`config.mk`:
```
export PLATFORM = sky130hd
export DESIGN_NAME = onehot_priority_arb_flat
export DESIGN_NICKNAME = d
export VERILOG_FILES = /design/src/rtl/onehot_priority_arb_pkg.sv /design/src/rtl/onehot_priority_arb_if.sv /design/src/rtl/onehot_priority_arb_onehot_mux.sv /design/src/rtl/onehot_priority_arb.sv /design/src/flat_wrapper.sv
export SDC_FILE = /design/constraint.sdc
export NUM_CORES = 1
export LEC_CHECK = 0
export ABC_AREA = 1
export CELL_PAD_IN_SITES_DETAIL_PLACEMENT = 0
export CELL_PAD_IN_SITES_GLOBAL_PLACEMENT = 1
export CORE_MARGIN = 10
export CORE_UTILIZATION = 10
export CTS_CLUSTER_SIZE = 24
export DETAILED_ROUTE_END_ITERATION = 8
export HOLD_SLACK_MARGIN = 0.02
export PLACE_DENSITY_LB_ADDON = 0.3
export SETUP_SLACK_MARGIN = 0.5
export SYNTH_ARGS = -nofsm -noshare
export SYNTH_HDL_FRONTEND = slang
export SYNTH_HIERARCHICAL = 1
export SYNTH_SLANG_ARGS = --single-unit
```
`constraint.sdc`:
```
create_clock -name clk -period 1.2 [get_ports clk]
set_clock_uncertainty 0.15 [all_clocks]
set_input_delay 0.24 -clock clk [delete_from_list [all_inputs] [get_ports clk]]
set_output_delay 0.24 -clock clk [all_outputs]
set_load 0.05 [all_outputs]
```
`src/rtl/onehot_priority_arb_pkg.sv`:
```
// Shared constants and slice-indexing helper for the one-hot priority arbiter.
package onehot_priority_arb_pkg;

    // Default number of requesters.
    localparam int DEF_W_INPUT = 2;

    // Default width of each requester's data slice.
    localparam int DEF_W_DATA  = 32;

    // Bit offset of slice idx in a concatenated bus of w-bit slices.
    function automatic int slice_lo(input int idx, input int w);
        return idx * w;
    endfunction

endpackage : onehot_priority_arb_pkg

```
`src/rtl/onehot_priority_arb_if.sv`:
```
// Request/grant/data bundle between requesters and the priority arbiter core.
import onehot_priority_arb_pkg::*;

interface onehot_priority_arb_if #(
    parameter int W_INPUT = DEF_W_INPUT,
    parameter int W_DATA  = DEF_W_DATA
);

    logic                        canchange;
    logic [W_INPUT-1:0]          in;
    logic [W_INPUT*W_DATA-1:0]   data_in;
    logic [W_INPUT-1:0]          out;
    logic [W_DATA-1:0]           data_out;

    // Requesters drive requests and data, observe the grant and muxed data.
    modport master (
        output canchange,
        output in,
        output data_in,
        input  out,
        input  data_out
    );

    // The arbiter core consumes requests and produces the grant.
    modport slave (
        input  canchange,
        input  in,
        input  data_in,
        output out,
        output data_out
    );

endinterface : onehot_priority_arb_if

```
`src/rtl/onehot_priority_arb_onehot_mux.sv`:
```
// Generic AND-OR data mux. A one-hot sel picks one slice; several set bits
// OR their slices together, which callers may rely on.
import onehot_priority_arb_pkg::*;

module onehot_mux #(
    parameter int W_INPUT  = DEF_W_DATA,
    parameter int N_INPUTS = DEF_W_INPUT
) (
    input  logic [N_INPUTS*W_INPUT-1:0] in,
    input  logic [N_INPUTS-1:0]         sel,
    output logic [W_INPUT-1:0]          out
);

    // OR together every slice whose select bit is set.
    always_comb begin
        out = '0;
        for (int i = 0; i < N_INPUTS; i++) begin
            out = out | ({W_INPUT{sel[i]}} & in[slice_lo(i, W_INPUT) +: W_INPUT]);
        end
    end

endmodule : onehot_mux

```
`src/rtl/onehot_priority_arb.sv`:
```
// Strict-priority one-hot grant generator: lowest requesting index wins.
// The grant follows the requests combinationally while canchange is high
// and is frozen at its last value while canchange is low (slave stalled).
import onehot_priority_arb_pkg::*;

module onehot_priority_arb #(
    parameter int W_INPUT = DEF_W_INPUT,
    parameter int W_DATA  = DEF_W_DATA
) (
    input  logic                       clk,
    input  logic                       rst_n,
    onehot_priority_arb_if.slave       bus
);

    localparam logic [W_INPUT-1:0] ONE = W_INPUT'(1);

    logic [W_INPUT-1:0] w_prio;
    logic [W_INPUT-1:0] w_grant;
    logic [W_INPUT-1:0] r_gnt_q;
    logic [W_DATA-1:0]  w_data_out;

    // Isolate the lowest set request bit; zero when nothing requests.
    always_comb begin
        w_prio = bus.in & ~(bus.in - ONE);
    end

    // Re-arbitrate when allowed, otherwise replay the held grant.
    always_comb begin
        if (bus.canchange) begin
            w_grant = w_prio;
        end else begin
            w_grant = r_gnt_q;
        end
    end

    // Remember the grant presented this cycle so a stall can hold it.
    always_ff @(posedge clk or negedge rst_n) begin
        if (!rst_n) begin
            r_gnt_q <= '0;
        end else begin
            r_gnt_q <= w_grant;
        end
    end

    onehot_mux #(
        .W_INPUT  (W_DATA),
        .N_INPUTS (W_INPUT)
    ) u_data_mux (
        .in  (bus.data_in),
        .sel (w_grant),
        .out (w_data_out)
    );

    assign bus.out      = w_grant;
    assign bus.data_out = w_data_out;

endmodule : onehot_priority_arb

```
`src/flat_wrapper.sv`:
```
// flat-port wrapper written by rule: the top's interface ports become plain ports
module onehot_priority_arb_flat 
#(
    parameter int W_INPUT = DEF_W_INPUT,
    parameter int W_DATA  = DEF_W_DATA
)
  (clk, rst_n, bus_canchange, bus_in, bus_data_in, bus_out, bus_data_out);
  onehot_priority_arb_if #(.W_INPUT(W_INPUT), .W_DATA(W_DATA)) bus_i ();
  input  logic clk;
  input  logic rst_n;
  input wire logic [$bits(bus_i.canchange)-1:0] bus_canchange;
  input wire logic [$bits(bus_i.in)-1:0] bus_in;
  input wire logic [$bits(bus_i.data_in)-1:0] bus_data_in;
  output wire logic [$bits(bus_i.out)-1:0] bus_out;
  output wire logic [$bits(bus_i.data_out)-1:0] bus_data_out;
  assign bus_i.canchange = bus_canchange;
  assign bus_i.in = bus_in;
  assign bus_i.data_in = bus_data_in;
  assign bus_out = bus_i.out;
  assign bus_data_out = bus_i.data_out;
  onehot_priority_arb #(.W_INPUT(W_INPUT), .W_DATA(W_DATA)) u_core (.clk(clk), .rst_n(rst_n), .bus(bus_i));
endmodule
```
After elaboration in Yosys (flattened, before gate mapping). Cells that the tools add are included.

Flip-flop bits (word level): 2. Input bits: 69. Logic and storage cells: 8. Memories: 0. Bits in latches: 0. Memory bits (writable): 0. Bits in read-only memories: 0. Output and inout port bits: 34.

Shift operators: 0. Reduce and logical (&&, ||, !) cells: 0. Muxes and demuxes: 1. Magnitude comparators: 0. Equal/unequal tests: 0. Multiply operators: 0. Add/sub/neg operators: 1. Div/mod/pow operators: 0. Bitwise operators: 5.

Operator list (count): $and 32x32->32 (2); $or 32x32->32 (1); $and 2x2->2 (1); $mux 2 (1); $not 2->2 (1); $sub 2x1->2 const B (1).

Depth between registers and ports, before layout. Gate-level depths: netlist (run 1).

Word-level depth: 6. Gate-level depth with buffers: 6. Depth with buffers taken out: 5.

Cells and area by module. Netlist (run 1), hierarchy kept.

By module, submodules not included: onehot_mux (cells an instance 102, instances 1, area an instance 427.9 um2, sequential area each 0.0 um2); onehot_priority_arb (cells an instance 10, instances 1, area an instance 81.3 um2, sequential area each 50.0 um2).

Worst setup path after synthesis (run 1). OpenSTA, ideal clock, no wires.

Path type: register -> output. Start point: register u_core.r_gnt_q[0]. End point: output port bus_data_out[0]. Arrival: 1414 ps. Required time: 810 ps. Cell stages (with the launch flop): 6. Buffers on the path: 1. Slack: -604 ps. Cell sequence: dfrtp_1 > nand2_1 > nand2_1 > buf_6 > nand2_1 > nand2_1.

Longest elaborated chain between the ends: 3.

Ends and longest elaborated chain: from (decl) (RTL line onehot_priority_arb.sv:19) `logic [W_INPUT-1:0] r_gnt_q;`; from (signal assigned) (RTL line onehot_priority_arb.sv:41) `r_gnt_q <= w_grant;`; $mux 2 (RTL line onehot_priority_arb.sv:29) `if (bus.canchange) begin`; net bus_out[0] (RTL line flat_wrapper.sv:14) `output wire logic [$bits(bus_i.out)-1:0] bus_out;`; $and 32x32->32 (RTL line onehot_priority_arb_onehot_mux.sv:18) `out = out | ({W_INPUT{sel[i]}} & in[slice_lo(i, W_INPUT) +: W_INPUT]);`; $or 32x32->32 (RTL line onehot_priority_arb_onehot_mux.sv:18); to (decl) (RTL line flat_wrapper.sv:15) `output wire logic [$bits(bus_i.data_out)-1:0] bus_data_out;`.

The timed path passes the listed nets, and every way through them passes these cells.

Final worst setup path (run 1).
Start point: register u_core.r_gnt_q[0]. End point: output port bus_data_out[5].

Longest elaborated chain between the ends: 3.

Ends and longest elaborated chain (RTL line): $mux 2 (onehot_priority_arb.sv:29); $and 32x32->32 (onehot_priority_arb_onehot_mux.sv:18); $or 32x32->32 (onehot_priority_arb_onehot_mux.sv:18).

No other way between the ends.

==> impl_metrics.tcl, run 1 <==
set metrics [dict create \
    status "complete, but fails checks" \
    violations "setup timing" \
    drive_gt1_share_pct 66.1 \
    grt_pass1_wl_um 7670 \
    synth_top_area_cell "nand2_1" \
    grt_pass1_vias 1337 \
    worst_pin_slew_ns 0.260 \
    drv_cap 0 \
    core_area_mm2 0.00482 \
    port_buffers 102 \
    antenna_cells 0 \
    syn_to_final_growth_pct 421 \
    cp_data_required_time_ns 0.81 \
    yosys_warnings 6 \
    grt_max_degree 10 \
    cts_buffer_depth 2 \
    cts_hold_buffers 0 \
    synth_area_leaders "nand2_1 (74%), buf_6 (13%), dfrtp_1 (9.8%), inv_1 (1.5%), nand3_1 (0.98%)" \
    hold_viol 0 \
    r2r_start "u_core/r_gnt_q[1]$_DFF_PN0_" \
    crit_path_end_kind "output port" \
    largest_register_ffs 2 \
    reg2reg_to "u_core/r_gnt_q[1]$_DFF_PN0_" \
    setup.worst_path.end "bus_data_out[5]" \
    ir_drop_v 0.000363 \
    die_width_um 91.4 \
    syn_inst 112 \
    path_class "reg2out" \
    grt_use_met1_pct 12.5 \
    antenna_left 0 \
    dp_hpwl_um 3260 \
    clk_latency_ns 0.21 \
    dieArea_mm2 0.00835 \
    drtIter0Drc 7 \
    yosys_register_bits 2 \
    worstPathArrival_ns 1.24 \
    overflow 0 \
    use_met2_pct 20.6 \
    final_common_cell "clkdlybuf4s50_1" \
    io_pins 103 \
    antenna_found_initial 0 \
    rows 25 \
    p_leak_nw 1.13 \
    fp.dieH_um 91.4 \
    cp-start-kind "register" \
    p_total_mw 2.03 \
    largest_register "u_core/r_gnt_q" \
    cts_buffers 3 \
    synth.distinct_cells 5 \
    final_util_pct 55.0 \
    start_util_pct 10.6 \
    rrSetupSlack_ns 0.17 \
    fin_ws_ns -0.427 \
    max_freq_mhz 614 \
    rsz0062_at_grt "yes" \
    cts_sinks 2 \
    crit_start "u_core/r_gnt_q[0]$_DFF_PN0_" \
    clock-root-buffer "clkbuf_8" \
    top_regs "u_core/r_gnt_q (2)" \
    post_synth.cell_area_avg_um2 4.55 \
    tns_ns -13.97 \
    synth_top_area_share_pct 74.4 \
    cp_max_fo 8 \
    mostFrequentLayoutCells "clkdlybuf4s50_1 (65), nand2_2 (49), nand2_4 (43), buf_12 (35), nand2_8 (11)" \
    finalCritPeriodShare_pct 136 \
    syn_nets 181 \
    drt_wl_total_um 5020 \
    htreeDepth 1 \
    drt-wirelength-per-cell_um 17.2 \
    netlist_area_um2 509 \
    track_usage_pct 11.9 \
    ys_seq_area_share_pct 9.83 \
    nNetsFinal 295 \
    holdWs_ns 0.0459 \
    final-max-slew-violation-count 0 \
    vias_per_cell 3.94 \
    num_vias 1147 \
    powerDensity_mw_per_mm2 766 \
    r2r_cells 2 \
    hp-class "in2async" \
    relSlewSlack_pct 82.6 \
    first_pass_iters 3 \
    clk_pin_slew_ns 0.03 \
    setup_violations 34 \
    post-route-min-period_ns 1.63 \
    top_usage_layer "met2" \
    grt_use_met3_pct 6.42 \
    cts_tree "done" \
    gp_congestion 0.692 \
    drc_errors 0 \
]
power by group:
group | internal [mW] | switching (mW)
Combinational | 0.807 | 0.881
Sequential | 0.0736 | 0.00807
Clock | 0.212 | 0.0508
Total | 1.09 | 0.939
per-layer routing:
| metal | wire, µm | up-vias |
|---|---|---|
| li1 | - | 569 |
| met1 | 2000 | 511 |
| met2 | 2440 | 65 |
| met3 | 528 | 2 |
| met4 | 42 | 0 |
| met5 | 0 | - |
how the worst min path moves through the flow:
stage | startpoint | end | slack [ns] | cells past startpoint
after global placement | rst_n | u_core/r_gnt_q[0]$_DFF_PN0_ | 0.26 | 1
after detailed placement | rst_n | u_core/r_gnt_q[1]$_DFF_PN0_ | 0.26 | 1
final | rst_n | u_core/r_gnt_q[0]$_DFF_PN0_ | 0.05 | 1
after floorplan | rst_n | u_core/r_gnt_q[0]$_DFF_PN0_ | -0.21 | 0
after global routing | rst_n | u_core/r_gnt_q[0]$_DFF_PN0_ | 0.05 | 1
after CTS | rst_n | u_core/r_gnt_q[0]$_DFF_PN0_ | 0.04 | 1
through the flow:
step | cell area [µm²] | std cells | worst slack, ns
CTS | 2580 | 291 | -0.438
global route | 2650 | 291 | -0.472
finish | 2650 | 291 | -0.427
floorplan | 807 | 112 | -0.128
detailed placement | 2200 | 277 | -0.722
global placement | 2200 | 277 | -0.704
cells in the mapped netlist:
cell	count
buf_6	6
dfrtp_1	2
nand3_1	1
nand2_1	101
inv_1	2
worst max-delay path, cell delays in order, from the launching register on:
cell and delay (ns):
dfrtp_1 0.41, nand2_8 0.17, nand2_8 0.12, nand2_2 0.11, nand2_4 0.06, buf_12 0.15
cell families (layout without fill, tap and decap cells):
| family | after synthesis | count (layout) | synth area share [%] |
|---|---|---|---|
| buffers and inverters | 8 | 111 | 14.7 |
| DFF | 2 | 2 | 9.83 |
| and+or+nand+nor | 102 | 111 | 75.4 |
final cells by class:
class	count	area [µm²]
Timing Repair Buffer	106	1410
Inverter	2	10.0
Tap cell	67	83.8
Clock buffer	3	41.3
Fill cell	455	2170
Sequential cell	2	50.0
Multi-Input combinational cell	111	1050
repair_timing:
| action | 4_1_cts | 5_1_grt |
|---|---|---|
| cloned | 9 | 0 |
| setup endpoints to repair | 36 | 36 |
| gates resized for setup | 64 | 22 |
| pin swaps | 7 | 1 |
| buffers inserted | 2 | 0 |
No activity file was read; power rests on OpenSTA's default activity.
==> run 2: changes to the inputs <==
CELL_PAD_IN_SITES_DETAIL_PLACEMENT = 1   (was 0)
CELL_PAD_IN_SITES_GLOBAL_PLACEMENT = 2   (was 1)
==> impl_metrics.tcl, run 2 (synthesis gave the netlist of run 1 again) <==
set metrics [dict create \
    status "complete, but fails checks" \
    violations "setup timing" \
    dp_hpwl_um 3840 \
    cp_slowest_cell "dfrtp_2" \
    cp-start-kind "register" \
    final_cells 290 \
    fin_ws_ns -0.447 \
    post-route-min-period_ns 1.65 \
    worstPathArrival_ns 1.26 \
    nNetsFinal 294 \
    hold_viol 0 \
    final_util_pct 55.6 \
    die_width_um 91.4 \
    vias_per_cell 4.14 \
    mostFrequentLayoutCells "clkdlybuf4s50_1 (65), nand2_4 (54), nand2_2 (36), buf_12 (35), nand2_8 (10)" \
    track_usage_pct 13.5 \
    first_pass_iters 4 \
    core_area_mm2 0.00482 \
    cts_hold_buffers 0 \
    drive_gt1_share_pct 65.9 \
    port_buffers 102 \
    clock-root-buffer "clkbuf_8" \
    cp_max_fo 8 \
    max_freq_mhz 607 \
    relSlewSlack_pct 82.1 \
    overflow 0 \
    rsz0062_at_grt "yes" \
    powerDensity_mw_per_mm2 772 \
    antenna_left 0 \
    drc_errors 0 \
    path_class "reg2out" \
    multi_input_area_mm2 0.00108 \
    top_regs "u_core/r_gnt_q (2)" \
    grt_max_degree 10 \
    cts_buffers 3 \
    ir_drop_v 0.000305 \
    p_leak_nw 1.20 \
    fillerInstances 527 \
    r2r_cells 3 \
    crit_path_end_kind "output port" \
    clk_latency_ns 0.21 \
    grt_pass1_wl_um 8620 \
    finalCritPeriodShare_pct 137 \
    grt_pass1_vias 1410 \
    p_total_mw 2.07 \
    ff_latch_area_um2 51.3 \
    clk_pin_slew_ns 0.03 \
    gp_congestion 0.675 \
    cts_tree "done" \
    crit_path_frequent_cell "nand2_8" \
    drt_wl_total_um 5690 \
    io_pins 103 \
    largest_register_ffs 2 \
    htreeDepth 1 \
    rows 25 \
    final-max-slew-violation-count 0 \
    cts_buffer_depth 2 \
    worst_pin_slew_ns 0.268 \
    drtIter0Drc 37 \
    largest_register "u_core/r_gnt_q" \
    cp_data_required_time_ns 0.81 \
    antenna_cells 0 \
    start_util_pct 10.6 \
    place_inst 276 \
    setup_violations 34 \
    num_vias 1202 \
    cts_sinks 2 \
    drv_cap 0 \
    fp.dieH_um 91.4 \
    dieArea_mm2 0.00835 \
    hp-class "in2async" \
    crit_chain "nand2_8 -> nand2_8 -> nand2_2 -> nand2_4 -> buf_12" \
    slowest_delay_ns 0.43 \
    drt-wirelength-per-cell_um 19.6 \
    antenna_found_initial 0 \
    syn_to_final_growth_pct 426 \
    final_common_cell "clkdlybuf4s50_1" \
]
[run 2: metal layers]
layer  GRT usage (%)  part of all wire, %  vias up
met5               0                    0        -
met4            2.35                 0.84        0
li1                -                    -      567
met1            12.7                   34      571
met3            4.94                  8.3        4
met2            27.0                   56       60
[run 2: worst paths after layout]
path                       slack (ns)                           to                        start
min in group clk                 0.54  u_core/r_gnt_q[0]$_DFF_PN0_                    bus_in[0]
max in group asynchronous        0.72  u_core/r_gnt_q[1]$_DFF_PN0_                        rst_n
hold / removal                   0.04  u_core/r_gnt_q[0]$_DFF_PN0_                        rst_n
setup reg to reg                 0.05  u_core/r_gnt_q[1]$_DFF_PN0_  u_core/r_gnt_q[1]$_DFF_PN0_
setup / recovery                -0.45             bus_data_out[18]  u_core/r_gnt_q[1]$_DFF_PN0_
hold reg to reg                  0.71  u_core/r_gnt_q[1]$_DFF_PN0_  u_core/r_gnt_q[1]$_DFF_PN0_
[run 2: cell type report]
class	count	share of cell area, %
timing repair buffer	106	52.4
sequential	2	1.92
tap	67	3.13
inverter	2	0.467
clock buffer	3	1.54
multi-input combinational	110	40.5
[run 2: critical path: cells and delay by family (launching register included)]
family        cells  cell delay (ns)
buf+inv           1             0.14
flops             1             0.43
simple gates      4             0.47
[run 2: repair_timing]
item                       CTS  global route
gates cloned                 8             0
resized for setup           67            33
setup endpoints to repair   36            36
pin swaps                   10             8
buffers inserted             2             1
[run 2: report_power, final]
group / switching (mW) / leakage [nW] / internal [mW]
Combinational: 0.905 / 1.15 / 0.811
Sequential: 0.00923 / 0.0238 / 0.0742
Clock: 0.0551 / 0.0216 / 0.212
[run 2: metrics by stage]
stage               area (µm²)  TNS, ns  worst slack, ns  hold slack, ns
floorplan                  807    -3.88           -0.128          -0.206
global placement          2190   -23.25           -0.686           0.257
detailed placement        2190   -24.63           -0.735           0.264
CTS                       2570   -14.40           -0.440          0.0402
global route              2680   -15.74           -0.482          0.0501
finish                    2680   -14.44           -0.447          0.0430
==> run 3: changes to the inputs <==
CORE_ASPECT_RATIO = 1.1   (was not set)
clock period = 2.1 ns   (was 1.2 ns; I/O delays follow)
==> impl_metrics.tcl, run 3 (synthesis gave the netlist of run 1 again) <==
set metrics [dict create \
    status "finished clean" \
    cts_sinks 2 \
    drc_errors 0 \
    top_regs "u_core/r_gnt_q (2)" \
    port_buffers 102 \
    setup_violations 0 \
    worst_pin_slew_ns 0.205 \
    nNetsFinal 298 \
    ff_latch_area_um2 50.0 \
    first_pass_iters 2 \
    pwr-share-comb_pct 84.4 \
    final-max-slew-violation-count 0 \
    fillerInstances 508 \
    cts_buffer_depth 2 \
    place_inst 271 \
    switching_share_pct 45.8 \
    powerDensity_mw_per_mm2 427 \
    overflow 0 \
    grt_pass1_wl_um 8010 \
    worstPathArrival_ns 1.33 \
    relSlewSlack_pct 86.3 \
    p_leak_nw 1.38 \
    cts_tree "done" \
    cts_hold_buffers 0 \
    p_total_mw 1.25 \
    drtIter0Drc 27 \
    multi_input_area_mm2 0.00121 \
    die_width_um 88.0 \
    post-route-min-period_ns 1.90 \
    largest_register_ffs 2 \
    antenna_found_initial 0 \
    internal_power_mw 0.676 \
    dp_hpwl_um 3880 \
    track_usage_pct 12.3 \
    grt_pass1_vias 1444 \
    drt_wl_total_um 5280 \
    crit_path_end_kind "output port" \
    num_vias 1212 \
    seqPwrFrac_pct 3.7 \
    syn_to_final_growth_pct 475 \
    clock-root-buffer "clkbuf_8" \
    clk_latency_ns 0.21 \
    p_switching_mw 0.572 \
    dieArea_mm2 0.00835 \
    drive_gt1_share_pct 69.6 \
    cp-start-kind "register" \
    drt-wirelength-per-cell_um 18.5 \
    core_area_mm2 0.00497 \
    largest_register "u_core/r_gnt_q" \
    final_cells 285 \
    drv_cap 0 \
    io_pins 103 \
    mostFrequentLayoutCells "nand2_4 (68), clkdlybuf4s50_1 (65), buf_12 (40), nand2_2 (22), nand2_8 (14)" \
    cp_max_fo 6 \
    path_class "reg2out" \
    ir_drop_v 0.000226 \
    start_util_pct 10.3 \
    final_common_cell "nand2_4" \
    htreeDepth 1 \
    grt_max_degree 12 \
    finalCritPeriodShare_pct 90.7 \
    gp_congestion 0.683 \
    clockPowerShare_pct 12.0 \
    rsz0062_at_grt "yes" \
    cts_buffers 3 \
    hp-class "in2async" \
    hold_viol 0 \
    rows 27 \
    antenna_left 0 \
    holdWs_ns 0.235 \
    fp.dieH_um 94.8 \
    vias_per_cell 4.25 \
    max_freq_mhz 525 \
    clk_pin_slew_ns 0.03 \
    antenna_cells 0 \
    cp_data_required_time_ns 1.53 \
]
run 3: final timing paths:
kind,from,end,slack [ns],cells after the start
setup / recovery,u_core/r_gnt_q[0]$_DFF_PN0_,bus_data_out[29],0.20,7
hold / removal,rst_n,u_core/r_gnt_q[1]$_DFF_PN0_,0.23,1
setup reg to reg,u_core/r_gnt_q[1]$_DFF_PN0_,u_core/r_gnt_q[1]$_DFF_PN0_,1.02,2
hold reg to reg,u_core/r_gnt_q[0]$_DFF_PN0_,u_core/r_gnt_q[0]$_DFF_PN0_,0.60,3
max in group asynchronous,rst_n,u_core/r_gnt_q[0]$_DFF_PN0_,1.43,1
min in group clk,bus_canchange,u_core/r_gnt_q[0]$_DFF_PN0_,0.50,4
run 3: worst max-delay path: stages (launching register included):
cell and delay (ns):
dfrtp_1 0.39, nand2_4 0.11, nand2_8 0.09, buf_12 0.14, buf_12 0.14, nand2_8 0.06
nand2_8 0.05, buf_12 0.14
run 3: final cells by class:
class                           instances  area share [%]
Clock buffer                            3            1.41
Inverter                                2           0.599
Multi-Input combinational cell        107            41.3
Sequential cell                         2            1.71
Tap cell                               58            2.48
Timing Repair Buffer                  113            52.5
run 3: timing repair:
item | CTS | global route
resized for setup | 88 | 7
pin swaps | 30 | 30
setup endpoints to repair | 34 | 34
gates cloned | 6 | 0
buffers inserted | 5 | 0
run 3: power by group through the flow:
| stage | Sequential, mW | Clock, mW | Combinational [mW] |
|---|---|---|---|
| 2_1_floorplan | 0.0448 | 0 | 0.453 |
| 3_3_place_gp | 0.0448 | 0 | 0.911 |
| 3_5_place_dp | 0.0454 | 0 | 0.924 |
| 4_1_cts | 0.0461 | 0.152 | 1.05 |
| 5_1_grt | 0.0461 | 0.159 | 1.10 |
| 6_report | 0.0461 | 0.149 | 1.05 |
run 3: metal layers:
metal,global-route usage [%],wire length [µm],vias to the layer above
met5,0,0,-
met4,3.14,45,0
met3,4.91,586,4
met2,22.8,2900,69
met1,12.4,1750,567
li1,-,-,572
run 3: per-stage QoR:
stage	worst slack [ns]	TNS (ns)	util, %	cell area (µm²)
finish	0.195	0	58.9	2930
global route	0.162	0	58.9	2930
CTS	0.202	0	58.2	2890
detailed placement	-0.309	-8.38	48.4	2400
global placement	-0.276	-7.07	48.4	2400
floorplan	0.451	0	-	973
